`src/rtl/sfll_adder_pipe.sv`:
```
// Two-stage pipelined half-word adder with an SFLL-HD0 perturb/restore unit.
// The restore key is shifted in serially (LSB first) and armed by a small FSM.
module sfll_adder_pipe #(
    parameter int IN_W = 8,
    localparam int OUT_W = IN_W / 2 + 1,
    localparam int CNT_W = $clog2(IN_W + 1),
    parameter logic [IN_W-1:0]  PROT_PATTERN = {{(IN_W-1){1'b0}}, 1'b1},
    parameter logic [OUT_W-1:0] FLIP_MASK    = {{(OUT_W-1){1'b0}}, 1'b1}
) (
    input  logic             clk,
    input  logic             rst_n,
    input  logic             in_valid,
    output logic             in_ready,
    input  logic [IN_W-1:0]  in_data,
    output logic             out_valid,
    input  logic             out_ready,
    output logic [OUT_W-1:0] out_data,
    input  logic             key_shift,
    input  logic             key_bit,
    input  logic             key_clear,
    output logic             key_armed
);

    localparam int HALF_W = IN_W / 2;

    typedef enum logic [1:0] {
        ST_LOCKED  = 2'd0,
        ST_LOADING = 2'd1,
        ST_ARMED   = 2'd2
    } key_state_t;

    key_state_t         state_r;
    logic [IN_W-1:0]    key_reg_r;
    logic [CNT_W-1:0]   key_cnt_r;
    logic               key_armed_r;

    logic               s1_valid_r;
    logic [IN_W-1:0]    s1_data_r;
    logic               out_valid_r;
    logic [OUT_W-1:0]   out_data_r;

    logic               advance_s;
    logic [HALF_W-1:0]  a_s;
    logic [HALF_W-1:0]  b_s;
    logic [OUT_W-1:0]   sum_s;
    logic               pert_s;
    logic               rest_s;
    logic [OUT_W-1:0]   result_s;

    // Key loading FSM; clear has priority over shift, and an armed key is frozen.
    always_ff @(posedge clk or negedge rst_n) begin
        if (!rst_n) begin
            state_r     <= ST_LOCKED;
            key_reg_r   <= {IN_W{1'b0}};
            key_cnt_r   <= {CNT_W{1'b0}};
            key_armed_r <= 1'b0;
        end else if (key_clear) begin
            state_r     <= ST_LOCKED;
            key_reg_r   <= {IN_W{1'b0}};
            key_cnt_r   <= {CNT_W{1'b0}};
            key_armed_r <= 1'b0;
        end else begin
            case (state_r)
                ST_LOCKED: begin
                    if (key_shift) begin
                        key_reg_r <= {key_bit, key_reg_r[IN_W-1:1]};
                        key_cnt_r <= CNT_W'(1);
                        state_r   <= ST_LOADING;
                    end
                end
                ST_LOADING: begin
                    if (key_shift) begin
                        key_reg_r <= {key_bit, key_reg_r[IN_W-1:1]};
                        key_cnt_r <= key_cnt_r + CNT_W'(1);
                        if (key_cnt_r == CNT_W'(IN_W - 1)) begin
                            state_r     <= ST_ARMED;
                            key_armed_r <= 1'b1;
                        end
                    end
                end
                ST_ARMED: begin
                    key_armed_r <= 1'b1;
                end
                default: begin
                    state_r     <= ST_LOCKED;
                    key_reg_r   <= {IN_W{1'b0}};
                    key_cnt_r   <= {CNT_W{1'b0}};
                    key_armed_r <= 1'b0;
                end
            endcase
        end
    end

    // Stage-2 datapath: sum of the halves, inverted on FLIP_MASK when exactly one of perturb/restore fires.
    always_comb begin
        a_s      = s1_data_r[HALF_W-1:0];
        b_s      = s1_data_r[IN_W-1:HALF_W];
        sum_s    = {1'b0, a_s} + {1'b0, b_s};
        pert_s   = (s1_data_r == PROT_PATTERN);
        rest_s   = key_armed_r & (s1_data_r == key_reg_r);
        result_s = sum_s ^ (FLIP_MASK & {OUT_W{pert_s ^ rest_s}});
    end

    assign advance_s = !out_valid_r | out_ready;

    // Two-stage pipeline; every stage holds while the output is stalled.
    always_ff @(posedge clk or negedge rst_n) begin
        if (!rst_n) begin
            s1_valid_r  <= 1'b0;
            s1_data_r   <= {IN_W{1'b0}};
            out_valid_r <= 1'b0;
            out_data_r  <= {OUT_W{1'b0}};
        end else if (advance_s) begin
            s1_valid_r  <= in_valid;
            out_valid_r <= s1_valid_r;
            if (in_valid) begin
                s1_data_r <= in_data;
            end
            if (s1_valid_r) begin
                out_data_r <= result_s;
            end
        end
    end

    assign in_ready  = advance_s;
    assign out_valid = out_valid_r;
    assign out_data  = out_data_r;
    assign key_armed = key_armed_r;

endmodule

```
`config.mk`:
```
export PLATFORM = sky130hd
export DESIGN_NAME = sfll_adder_pipe
export DESIGN_NICKNAME = d
export VERILOG_FILES = /design/src/rtl/sfll_adder_pipe.sv
export SDC_FILE = /design/constraint.sdc
export NUM_CORES = 1
export LEC_CHECK = 0
export CAP_MARGIN = 25
export CORE_MARGIN = 2
export CORE_UTILIZATION = 45
export DETAILED_ROUTE_END_ITERATION = 6
export PLACE_DENSITY = 0.68
export SETUP_SLACK_MARGIN = 0.1
export SYNTH_ARGS = -nofsm -noshare
export SYNTH_HDL_FRONTEND = slang
export SYNTH_SLANG_ARGS = --single-unit
```
`constraint.sdc`:
```
create_clock -name clk -period 3.4 [get_ports clk]
set_clock_uncertainty 0.2 [all_clocks]
set_input_delay 0.68 -clock clk [delete_from_list [all_inputs] [get_ports clk]]
set_output_delay 0.68 -clock clk [all_outputs]
set_load 0.01 [all_outputs]
```
* After elaboration in Yosys (flattened, before gate mapping)
Cells that the tools add are included.
Storage, ports and cells: output and inout bits 8, logic and storage cells 50, register bits 30
Operators by class: $add $sub $neg 2, bitwise operators 4, reductions and logical operators 9, equality and inequality tests 11, muxes and demuxes 16
Operators with widths (number):
- 8-bit two-way mux | 2
- 8-bit case mux with 2 select lines | 1
- 4-bit two-way mux | 3
- 4-bit case mux with 3 select lines | 1
- 3-bit inequality test (second input constant) | 3
- 8-bit by 1-bit == test with 1-bit output (second input constant) | 1
- 8-bit == test | 1
- 2-bit two-way mux | 4
- 2-bit case mux with 3 select lines | 1
- 2-bit AND reduction | 3
- 3-bit AND reduction | 2
- 4-bit by 4-bit adder with 5-bit output | 1
- 5-bit by 1-bit bitwise XOR with 5-bit output | 1
- 4-bit by 1-bit adder with 4-bit output (second input constant) | 1
- 4-bit by 3-bit == test with 1-bit output (second input constant) | 1
- 2-bit inequality test (second input constant) | 2
- 4-bit AND reduction | 1
- 1-bit two-way mux | 3
- 3-bit by 1-bit inequality test with 1-bit output (second input constant) | 1
- 1-bit case mux with 3 select lines | 1
- 2-bit by 1-bit == test with 1-bit output (second input constant) | 1
- 2-bit == test (second input constant) | 1
- 2-bit zero test | 1
- 2-bit OR reduction | 1
- other kinds (4) | 4

* Depth between registers and ports, before layout
Gate-level depths: netlist (run 1).
depth after elaboration 5, depth in mapped cells 8, depth with buffers taken out 7

* Least setup slack after synthesis (run 1)
Ideal clock, no wire load.
path kind input -> register, start in out_ready, end reg s1_data_r[0], stages 4, buffers on the path 1, setup time 0.125 ns, slack 1.520 ns, arrival time 1.555 ns, path through nand2b_1 -> clkbuf_1 -> nand2_1 -> mux2_2
Between the ends: longest elaborated chain between the ends 2
Ends and longest elaborated chain:
- start, declared | RTL line 16 | input logic out_ready,
- 1-bit OR | RTL line 104 | assign advance_s = !out_valid_r | out_ready;
- via in_ready | RTL line 13 | output logic in_ready,
- 2-bit AND reduction (no source line)
- end signal, assigned | RTL line 110 | s1_data_r <= {IN_W{1'b0}};
- end signal, assigned | RTL line 117 | s1_data_r <= in_data;
- end, declared | RTL line 38 | logic [IN_W-1:0] s1_data_r;
The timed path passes the listed nets, and every way through them passes these cells. A chain may end at the register's enable or synchronous reset.

* Worst setup path after layout (run 1)
start in out_ready, end out in_ready
Between the ends: longest elaborated chain between the ends 1
Ends and longest elaborated chain (RTL line):
- 1-bit OR | 104
- end, declared | 13
Every way passes these cells.

==> summary.md, run 1 <==
| Metric | Value |
|---|---|
| Max Freq | `0.365 GHz` |
| DR vias | `1071` |
| Count of different cell masters after synthesis | `35` |
| Max-cap viol count | `0` |
| Commonest cells after routing, fill and taps aside | `dfrtp_1, clkdlybuf4s50_1, nand2_1` |
| Hold WC Path Type | `reg -> reg` |
| Max Buffers Root-to-Sink | `2` |
| Routed Antenna Nets | `0` |
| Worst-Skew Late Latency | `0.34 ns` |
| Final std cells w/o fill | `208` |
| Max Slew Vio Count | `0` |
| DR DRC count | `0` |
| Mean Syn Cell Area | `11.5 µm²` |
| CTS buffer count | `5` |
| Die X | `62.3 µm` |
| WP data arrival | `1.86 ns` |
| Seq/Total Area, Yosys | `49.1%` |
| CP startpoint | `out_ready` |
| Largest net degree at the start of global routing | `31` |
| Starting density of the core | `46.2%` |
| RePlAce Congestion | `0.824` |
| Req. time, crit path | `2.52 ns` |
| YS warnings | `0` |
| Core Region | `3310 µm²` |
| Area Overhead vs Synth | `21.8%` |
| Hold Buf Count CTS | `0` |
| Ratio of cells with drive above 1 in the final layout | `13.6%` |
| Hold path start | `s1_valid_r` |
| Starting DRT DRC Count | `39` |
| I/O pins | `23` |
| FP Rows | `21` |
| Number of port buffers | `22` |
| CTS H-Tree Depth | `2` |
| CTS tree | `yes` |
| Cts repair resizes | `0` |
| FF+latch count, synth | `30` |
| Worst hold margin | `0.290 ns` |
| Setup CP Type | `in -> out` |
| Status | `complete, no violations` |
| Clock transition at path regs | `0.09 ns` |
| Hold Fails Final Rpt | `0` |
| Slew HR | `64.4%` |
| Drt pass-1 iters | `4` |
| Die ar. | `3880 µm²` |
| Design Area, Final | `1860 µm²` |
| Cell Pwr Density | `632 nW/µm²` |
| Ant. Diodes | `0` |
| CTS root buf | `clkbuf_4` |
| Die H | `62.3 µm` |
| Post-CTS Setup Inserts | `0` |
| Reg area | `751 µm²` |
| Total track usage | `16.9%` |
| RSZ-0062 raised after global routing | `false` |
| Worst setup SP type | `input pin` |
| Min Tclk post-route | `2.74 ns` |
| Fin nets | `186` |
| Reg-to-Reg Start | `state_r[1]` |
| Half-perimeter wire length after placement | `2.18 mm` |
| Vias per cell | `5.15` |
| Final setup fails | `0` |
| Post-Syn Instances | `133` |
| Fill cells | `308` |
| P_leak | `0.840 nW` |
| Total wire length | `2.91 mm` |
| Crit share post-route | `80.6%` |
| WL per Instance | `14.0 µm` |
| Grt ovf | `0` |
| FF-to-FF setup slack | `1.33 ns` |
| Net Count, Synth | `158` |
| Pwr Total | `0.00118 W` |
| Number of global-route vias before repair | `1125` |
| Commonest non-fill, non-tap cell in the layout | `dfrtp_1` |
| Worst VDD drop | `0.320 mV` |
| First-pass GRT wire length | `5.11 mm` |
| TritonCTS Sinks | `30` |
| Initial antenna violation count | `0` |
| Dpl cell area | `1800 µm²` |
| TNS Setup | `0 ns` |
| Syn Std Cell Area | `1530 µm²` |
| Placed cells | `200` |
| Worst Tran Pin Value | `0.531 ns` |
| Critical path peak fanout | `5` |
| Area of the multi-input gates | `737 µm²` |
| CP endpoint kind | `output pin` |
layer usage:
metal / part of all wire, % / up-vias / global-route usage, %
met5: 0 / - / 0
met4: 2.5 / 0 / 9.17
met3: 4.1 / 8 / 3.80
met2: 48 / 20 / 27.7
met1: 46 / 515 / 20.8
li1: - / 528 / -
logic make-up (layout without fill, tap and decap cells):
| kind of cell | count (synthesis) | count (layout) | synth area share (%) |
|---|---|---|---|
| flip-flops | 30 | 30 | 49.1 |
| AO/OA/AOI/OAI | 30 | 30 | 14.0 |
| adder cells (fa/ha/maj) | 10 | 10 | 8.67 |
| buffers and inverters | 10 | 39 | 2.70 |
| AND/OR/NAND/NOR | 31 | 31 | 11.4 |
| XOR/XNOR | 12 | 12 | 6.87 |
| multiplexers | 10 | 10 | 7.28 |
critical path, cell delays in order:
cell and delay (ns):
clkdlybuf4s50_1 0.45, nand2b_1 0.17, clkdlybuf4s50_1 0.56
area by class of cell:
cell class,count,area share (%)
flip-flops and latches,30,40.3
multi-input cells,93,39.6
repair buffers,23,12.2
well taps,46,3.09
clock buffers,7,2.95
inverters,8,1.61
clock inverters,1,0.269
through the flow:
stage | setup WS, ns | utilization (%)
global route | 0.624 | 56.3
detailed placement | 0.658 | 54.5
floorplan | 1.52 | -
CTS | 0.652 | 56.3
global placement | 0.678 | 54.5
finish | 0.658 | 56.3
cells in the mapped netlist (all sizes together):
cell	instances	area share, %
mux2i	1	0.65
o21ai	11	4.3
xor2	9	5.2
nor4b	1	0.57
o31ai	1	0.82
or2	1	0.57
nor4	2	0.82
o22a	1	0.57
fa	1	1.3
nor2b	2	1.3
nand4	2	0.82
a21oi	4	1.3
nor3	3	1.3
nor2	5	1.7
buf	1	0.49
mux2	9	6.6
clkbuf	1	0.25
nand2	11	2.7
a22o	8	4.6
xnor2	3	1.7
o22ai	1	0.41
dfrtp	30	49
nand2b	3	1.2
nand3	1	0.33
a31oi	1	0.41
inv	8	2.0
a21o	2	0.98
ha	9	7.4
o41ai	1	0.57
registers in the layout (all words and copies together), names as in the netlist:
register / count
s1_valid_r: 1
key_reg_r: 8
s1_data_r: 8
out_data: 5
key_armed: 1
state_r: 2
key_cnt_r: 4
out_valid: 1
where the power goes:
group,switching (W),leakage (nW),internal (W)
Combinational,0.000229,0.421,0.000227
Clock,0.000124,0.0353,0.000100
Sequential,0.0000674,0.384,0.000431
Total,0.000420,0.840,0.000758
path summary, 6_finish.rpt:
kind,to,cells past startpoint
max in group asynchronous,key_cnt_r[3],2
worst max register to register,key_cnt_r[0],7
worst max-delay path,in_ready,3
worst min-delay path,out_valid,2
worst min register to register,out_valid,2
min in group asynchronous,s1_data_r[4],2
No activity file was read; power rests on OpenSTA's default activity.
==> run 2: changes to the inputs <==
Clock period 3.4 ns to 2.8 ns, I/O delays scaled along.
==> summary.md, run 2 (synthesis gave the netlist of run 1 again) <==
| Metric | Value |
|---|---|
| Req. time, crit path | `2.04 ns (-0.48 ns)` |
| Cts repair resizes | `0 (unchanged)` |
| Fin util | `57.0% (+0.76 points)` |
| WP data arrival | `1.74 ns (-0.12 ns)` |
| Fin nets | `187 (+0.54%)` |
| Largest net degree at the start of global routing | `31 (unchanged)` |
| Min Tclk post-route | `2.50 ns` |
| DR vias | `1092 (+2.0%)` |
| Setup CP Type | `in -> out` |
| Core Region | `3310 µm² (unchanged)` |
| Slew HR | `66.5% (+2.1 points)` |
| Vias per cell | `5.22 (+1.5%)` |
| Hold path start | `s1_valid_r` |
| CTS H-Tree Depth | `2 (unchanged)` |
| Grt ovf | `0 (unchanged)` |
| CTS tree | `yes` |
| RSZ-0062 raised after global routing | `false` |
| Commonest non-fill, non-tap cell in the layout | `dfrtp_1` |
| Cell Pwr Density | `795 nW/µm² (+26%)` |
| First-pass GRT wire length | `5.38 mm (+5.1%)` |
| Worst VDD drop | `0.465 mV (+45%)` |
| Hold Fails Final Rpt | `0 (unchanged)` |
| Grt met1 use | `23.1% (+2.3 points)` |
| Hold Buf Count CTS | `0 (unchanged)` |
| Die H | `62.3 µm (unchanged)` |
| Critical path peak fanout | `5 (unchanged)` |
| Psw | `0.000516 W (+23%)` |
| RePlAce Congestion | `0.804 (-2.4%)` |
| CTS root buf | `clkbuf_4` |
| Pwr Total | `0.00150 W (+27%)` |
| Logic pwr share | `37.0% (-1.7 points)` |
| Commonest cells after routing, fill and taps aside | `dfrtp_1, clkdlybuf4s50_1, nand2_1` |
| Critical path buffer and inverter count | `2 (unchanged)` |
| Most common cell on crit path | `clkdlybuf4s50_1` |
| Routed Antenna Nets | `0 (unchanged)` |
| CP endpoint kind | `output pin` |
| Post-CTS Setup Inserts | `0 (unchanged)` |
| Clock share of power | `22.6% (+3.6 points)` |
| TritonCTS Sinks | `30 (unchanged)` |
| CP max stage delay | `0.56 ns (about the same)` |
| Max-cap viol count | `0 (unchanged)` |
| WL per Instance | `14.2 µm (+1.4%)` |
| Total track usage | `17.8% (+0.91 points)` |
| Crit share post-route | `89.2%` |
| I/O pins | `23 (unchanged)` |
| Ratio of cells with drive above 1 in the final layout | `14.7% (+1.1 points)` |
| Design Area, Final | `1890 µm² (+1.3%)` |
| Total wire length | `2.96 mm (+1.9%)` |
| Area Overhead vs Synth | `23.5%` |
| Met3 global-route usage | `5.25% (+1.4 points)` |
| Slowest CP cell | `clkdlybuf4s50_1` |
| CTS buffer count | `5 (unchanged)` |
| Clock transition at path regs | `0.10 ns (about the same)` |
| Pint | `0.000985 W (+30%)` |
| Worst-Skew Late Latency | `0.33 ns (about the same)` |
| Starting DRT DRC Count | `33 (-15%)` |
| Worst Tran Pin Value | `0.500 ns (-0.0316 ns)` |
| Max Slew Vio Count | `0 (unchanged)` |
| FP Rows | `21 (unchanged)` |
| Dpl cell area | `1810 µm² (+0.42%)` |
| Half-perimeter wire length after placement | `2.25 mm (+3.5%)` |
| Die ar. | `3880 µm² (unchanged)` |
| CP startpoint | `out_ready` |
| Max Freq | `0.400 GHz` |
| Drt pass-1 iters | `4 (unchanged)` |
| Number of global-route vias before repair | `1120 (-0.44%)` |
| Starting density of the core | `46.2% (unchanged)` |
| Final setup fails | `0 (unchanged)` |
| DR DRC count | `0 (unchanged)` |
| Ant. Diodes | `0 (unchanged)` |
| Number of port buffers | `22 (unchanged)` |
| Reg-to-Reg Start | `state_r[1]` |
| Initial antenna violation count | `0 (unchanged)` |
| Max Buffers Root-to-Sink | `2 (unchanged)` |
| Switching power share of the total | `34.4% (-1.3 points)` |
| Grt peak-use layer | `met2` |
| Worst setup SP type | `input pin` |
| Largest delay contributor family on the critical path | `buffers and inverters` |
| TNS Setup | `0 ns (unchanged)` |
| Status | `complete, no violations` |
| Crit path cell chain | `clkdlybuf4s50_1 > nand2b_1 > clkdlybuf4s50_1` |
| Met2 usage | `27.2% (-0.54 points)` |
| Hold WC Path Type | `reg -> reg` |
| P_leak | `0.854 nW (+1.7%)` |
| Sequential share of power | `40.4% (-1.9 points)` |
| Die X | `62.3 µm (unchanged)` |
-- run 2: cell types whose count changed in the layout (fill, tap and decap cells not counted), sizes merged --
cell    previous run  this run
clkbuf             7         5
buf                1         2
bufinv             0         1
clkinv             1         2
-- run 2: worst paths after layout --
check	to	slack [ns]	depth (start not counted)
setup reg to reg	key_cnt_r[3]	0.71	7
hold reg to reg	out_valid	0.28	2
setup / recovery	in_ready	0.30	3
min in group asynchronous	key_cnt_r[0]	0.41	2
max in group asynchronous	s1_data_r[2]	1.71	2
hold / removal	out_valid	0.28	2
-- run 2: layer usage --
metal	vias to the layer above	part of all wire, %
met1	540	47
met4	0	1.8
met3	5	3.4
met2	14	48
li1	533	-
met5	-	0
-- run 2: final cells by class --
class | instances | area [µm²]
fill | 309 | 1420
sequential | 30 | 751
multi-input combinational | 93 | 737
timing repair buffer | 24 | 235
tap | 46 | 57.6
clock inverter | 3 | 40.0
clock buffer | 5 | 37.5
inverter | 8 | 30.0
-- run 2: per-stage QoR --
stage | hold WS (ns) | instances | setup WS, ns
global route | 0.301 | 209 | 0.254
detailed placement | 0.261 | 201 | 0.297
finish | 0.280 | 209 | 0.302
global placement | 0.254 | 201 | 0.315
CTS | 0.284 | 209 | 0.294
floorplan | 0.0644 | 133 | 1.04
-- run 2: worst min-delay path, delay by kind of cell (launching register included) --
kind	cells	cell delay (ns)
DFF	1	0.35
buffers and inverters	1	0.05
and+or+nand+nor	1	0.05
-- run 2: power by group through the flow --
stage / Sequential, W / Clock (W) / Combinational [W]
2_1_floorplan: 0.000615 / 0 / 0.000355
3_3_place_gp: 0.000607 / 0 / 0.000542
3_5_place_dp: 0.000615 / 0 / 0.000563
4_1_cts: 0.000607 / 0.000348 / 0.000564
5_1_grt: 0.000621 / 0.000373 / 0.000629
6_report: 0.000607 / 0.000339 / 0.000556
==> run 3: changes to the inputs <==
Settings changed: MAX_ROUTING_LAYER set to met4, PLACE_DENSITY 0.68 to 0.71.
Clock period 2.8 ns to 2 ns, I/O delays scaled along.
==> summary.md, run 3 (synthesis gave the netlist of run 1 again) <==
| Metric | Value |
|---|---|
| Status | `complete, no violations` |
| Initial antenna violation count | `0 (unchanged)` |
| Crit share post-route | `91.3%` |
| Max Freq | `0.548 GHz` |
| Die X | `62.3 µm (unchanged)` |
| Worst Tran Pin Value | `0.366 ns (-0.134 ns)` |
| TNS Setup | `0 ns (unchanged)` |
| Slowest CP cell | `clkdlybuf4s50_1` |
| P_leak | `0.880 nW (+3.0%)` |
| Req. time, crit path | `1.40 ns (-0.64 ns)` |
| Die H | `62.3 µm (unchanged)` |
| Die ar. | `3880 µm² (unchanged)` |
| Setup CP Type | `in -> out` |
| Vias per cell | `5.16 (-1.3%)` |
| Ant. Diodes | `0 (unchanged)` |
| Cell Pwr Density | `1050 nW/µm² (+32%)` |
| Drt pass-1 iters | `4 (unchanged)` |
| Number of global-route vias before repair | `1094 (-2.3%)` |
| CTS H-Tree Depth | `2 (unchanged)` |
| Pre-CTS WS | `-0.0974 ns (-0.395 ns)` |
| RePlAce Congestion | `0.849 (+5.5%)` |
| FP Rows | `21 (unchanged)` |
| First-pass GRT wire length | `4.91 mm (-8.7%)` |
| Hold Fails Final Rpt | `0 (unchanged)` |
| Fill cells | `284 (-8.1%)` |
| Max Slew Vio Count | `0 (unchanged)` |
| Max Buffers Root-to-Sink | `2 (unchanged)` |
| Starting DRT DRC Count | `37 (+12%)` |
| CTS root buf | `clkbuf_4` |
| WL per Instance | `12.9 µm (-9.1%)` |
| CTS buffer count | `5 (unchanged)` |
| Min Tclk post-route | `1.83 ns` |
| Starting density of the core | `46.2% (unchanged)` |
| Worst setup margin | `0.175 ns (-0.127 ns)` |
| Ratio of cells with drive above 1 in the final layout | `18.8% (+4.1 points)` |
| Clock transition at path regs | `0.09 ns (about the same)` |
| Dpl cell area | `1860 µm² (+2.5%)` |
| Number of port buffers | `22 (unchanged)` |
| DR DRC count | `0 (unchanged)` |
| Largest net degree at the start of global routing | `31 (unchanged)` |
| Design Area, Final | `1950 µm² (+3.3%)` |
| I/O pins | `23 (unchanged)` |
| Half-perimeter wire length after placement | `2.11 mm (-6.4%)` |
| Grt ovf | `0 (unchanged)` |
| DR vias | `1114 (+2.0%)` |
| Worst setup SP type | `input pin` |
| CP max stage delay | `0.45 ns (-0.11 ns)` |
| Fin nets | `195 (+4.3%)` |
| TritonCTS Sinks | `30 (unchanged)` |
| Max-cap viol count | `0 (unchanged)` |
| Commonest cells after routing, fill and taps aside | `dfrtp_1, clkdlybuf4s50_1, nand2_1` |
| Hold Buf Count CTS | `0 (unchanged)` |
| CTS tree | `yes` |
| Slew HR | `75.6% (+9.1 points)` |
| Area Overhead vs Synth | `27.6%` |
| Core Region | `3310 µm² (unchanged)` |
| RSZ-0062 raised after global routing | `false` |
| Total wire length | `2.78 mm (-6.0%)` |
| Worst VDD drop | `0.508 mV (+9.3%)` |
| Worst-Skew Late Latency | `0.32 ns (about the same)` |
| WP data arrival | `1.23 ns (-0.51 ns)` |
| CP endpoint kind | `output pin` |
| Routed Antenna Nets | `0 (unchanged)` |
| Total track usage | `16.6% (-1.3 points)` |
| Crit path cell chain | `clkdlybuf4s50_1 > nand2b_1 > dlygate4sd2_1` |
| Final setup fails | `0 (unchanged)` |
| Commonest non-fill, non-tap cell in the layout | `dfrtp_1` |
| Hold WC Path Type | `in -> async` |
| Critical path peak fanout | `2 (-3)` |
[run 3: cell types whose count changed in the layout (fill, tap and decap cells not counted), sizes merged]
cell | before | now
buf | 2 | 10
bufinv | 1 | 0
clkinv | 2 | 0
dlygate4sd2 | 0 | 2
clkbuf | 5 | 7
clkdlybuf4s50 | 22 | 20
[run 3: path summary, 6_finish.rpt]
path,start,end,slack [ns],depth (start not counted)
worst min-delay path,rst_n,key_cnt_r[2],0.26,2
max in group asynchronous,rst_n,out_valid,1.07,2
worst max register to register,state_r[1],key_reg_r[5],0.20,7
min in group clk,s1_valid_r,out_valid,0.27,2
worst min register to register,s1_valid_r,out_valid,0.27,2
worst max-delay path,out_ready,in_ready,0.17,3
[run 3: timing repair]
action                                  in CTS  in global routing
endpoints found under the setup margin       2                 13
gates resized for setup                      2                  6
pin swaps                                    0                  1
buffers inserted                             0                  2
[run 3: report_power, final]
group          switching [W]  internal, W  leakage (nW)
combinational       0.000425     0.000467         0.471
clock               0.000182     0.000132        0.0254
sequential          0.000112     0.000732         0.384
[run 3: critical path, delay by kind of cell]
family / cells / cell delay [ns]
buf+inv: 2 / 0.72
simple gates: 1 / 0.11
[run 3: area by class of cell]
class	instances	area (µm²)	share of cell area [%]
clock buffer	7	45.0	2.31
inverter	8	30.0	1.54
multi-input combinational	93	774	39.7
sequential	30	751	38.5
tap	46	57.6	2.95
timing repair buffer	32	293	15.0
[run 3: layer usage]
layer / share of wire (%) / GRT usage (%) / up-vias
met2: 49 / 24.2 / 28
met4: 1.1 / 5.83 / 0
met1: 46 / 21.7 / 539
li1: - / - / 543
met5: 0 / - / -
met3: 4.4 / 5.62 / 4
[run 3: per-stage QoR]
step                      util, %  hold slack [ns]  std cells  power [W]
after floorplan                 -          -0.0956        133    0.00136
after CTS                    57.3            0.256        214    0.00198
after global placement       56.0            0.251        207    0.00164
after global routing         58.9            0.289        216    0.00224
final                        58.9            0.255        216    0.00205
after detailed placement     56.0            0.257        207    0.00167
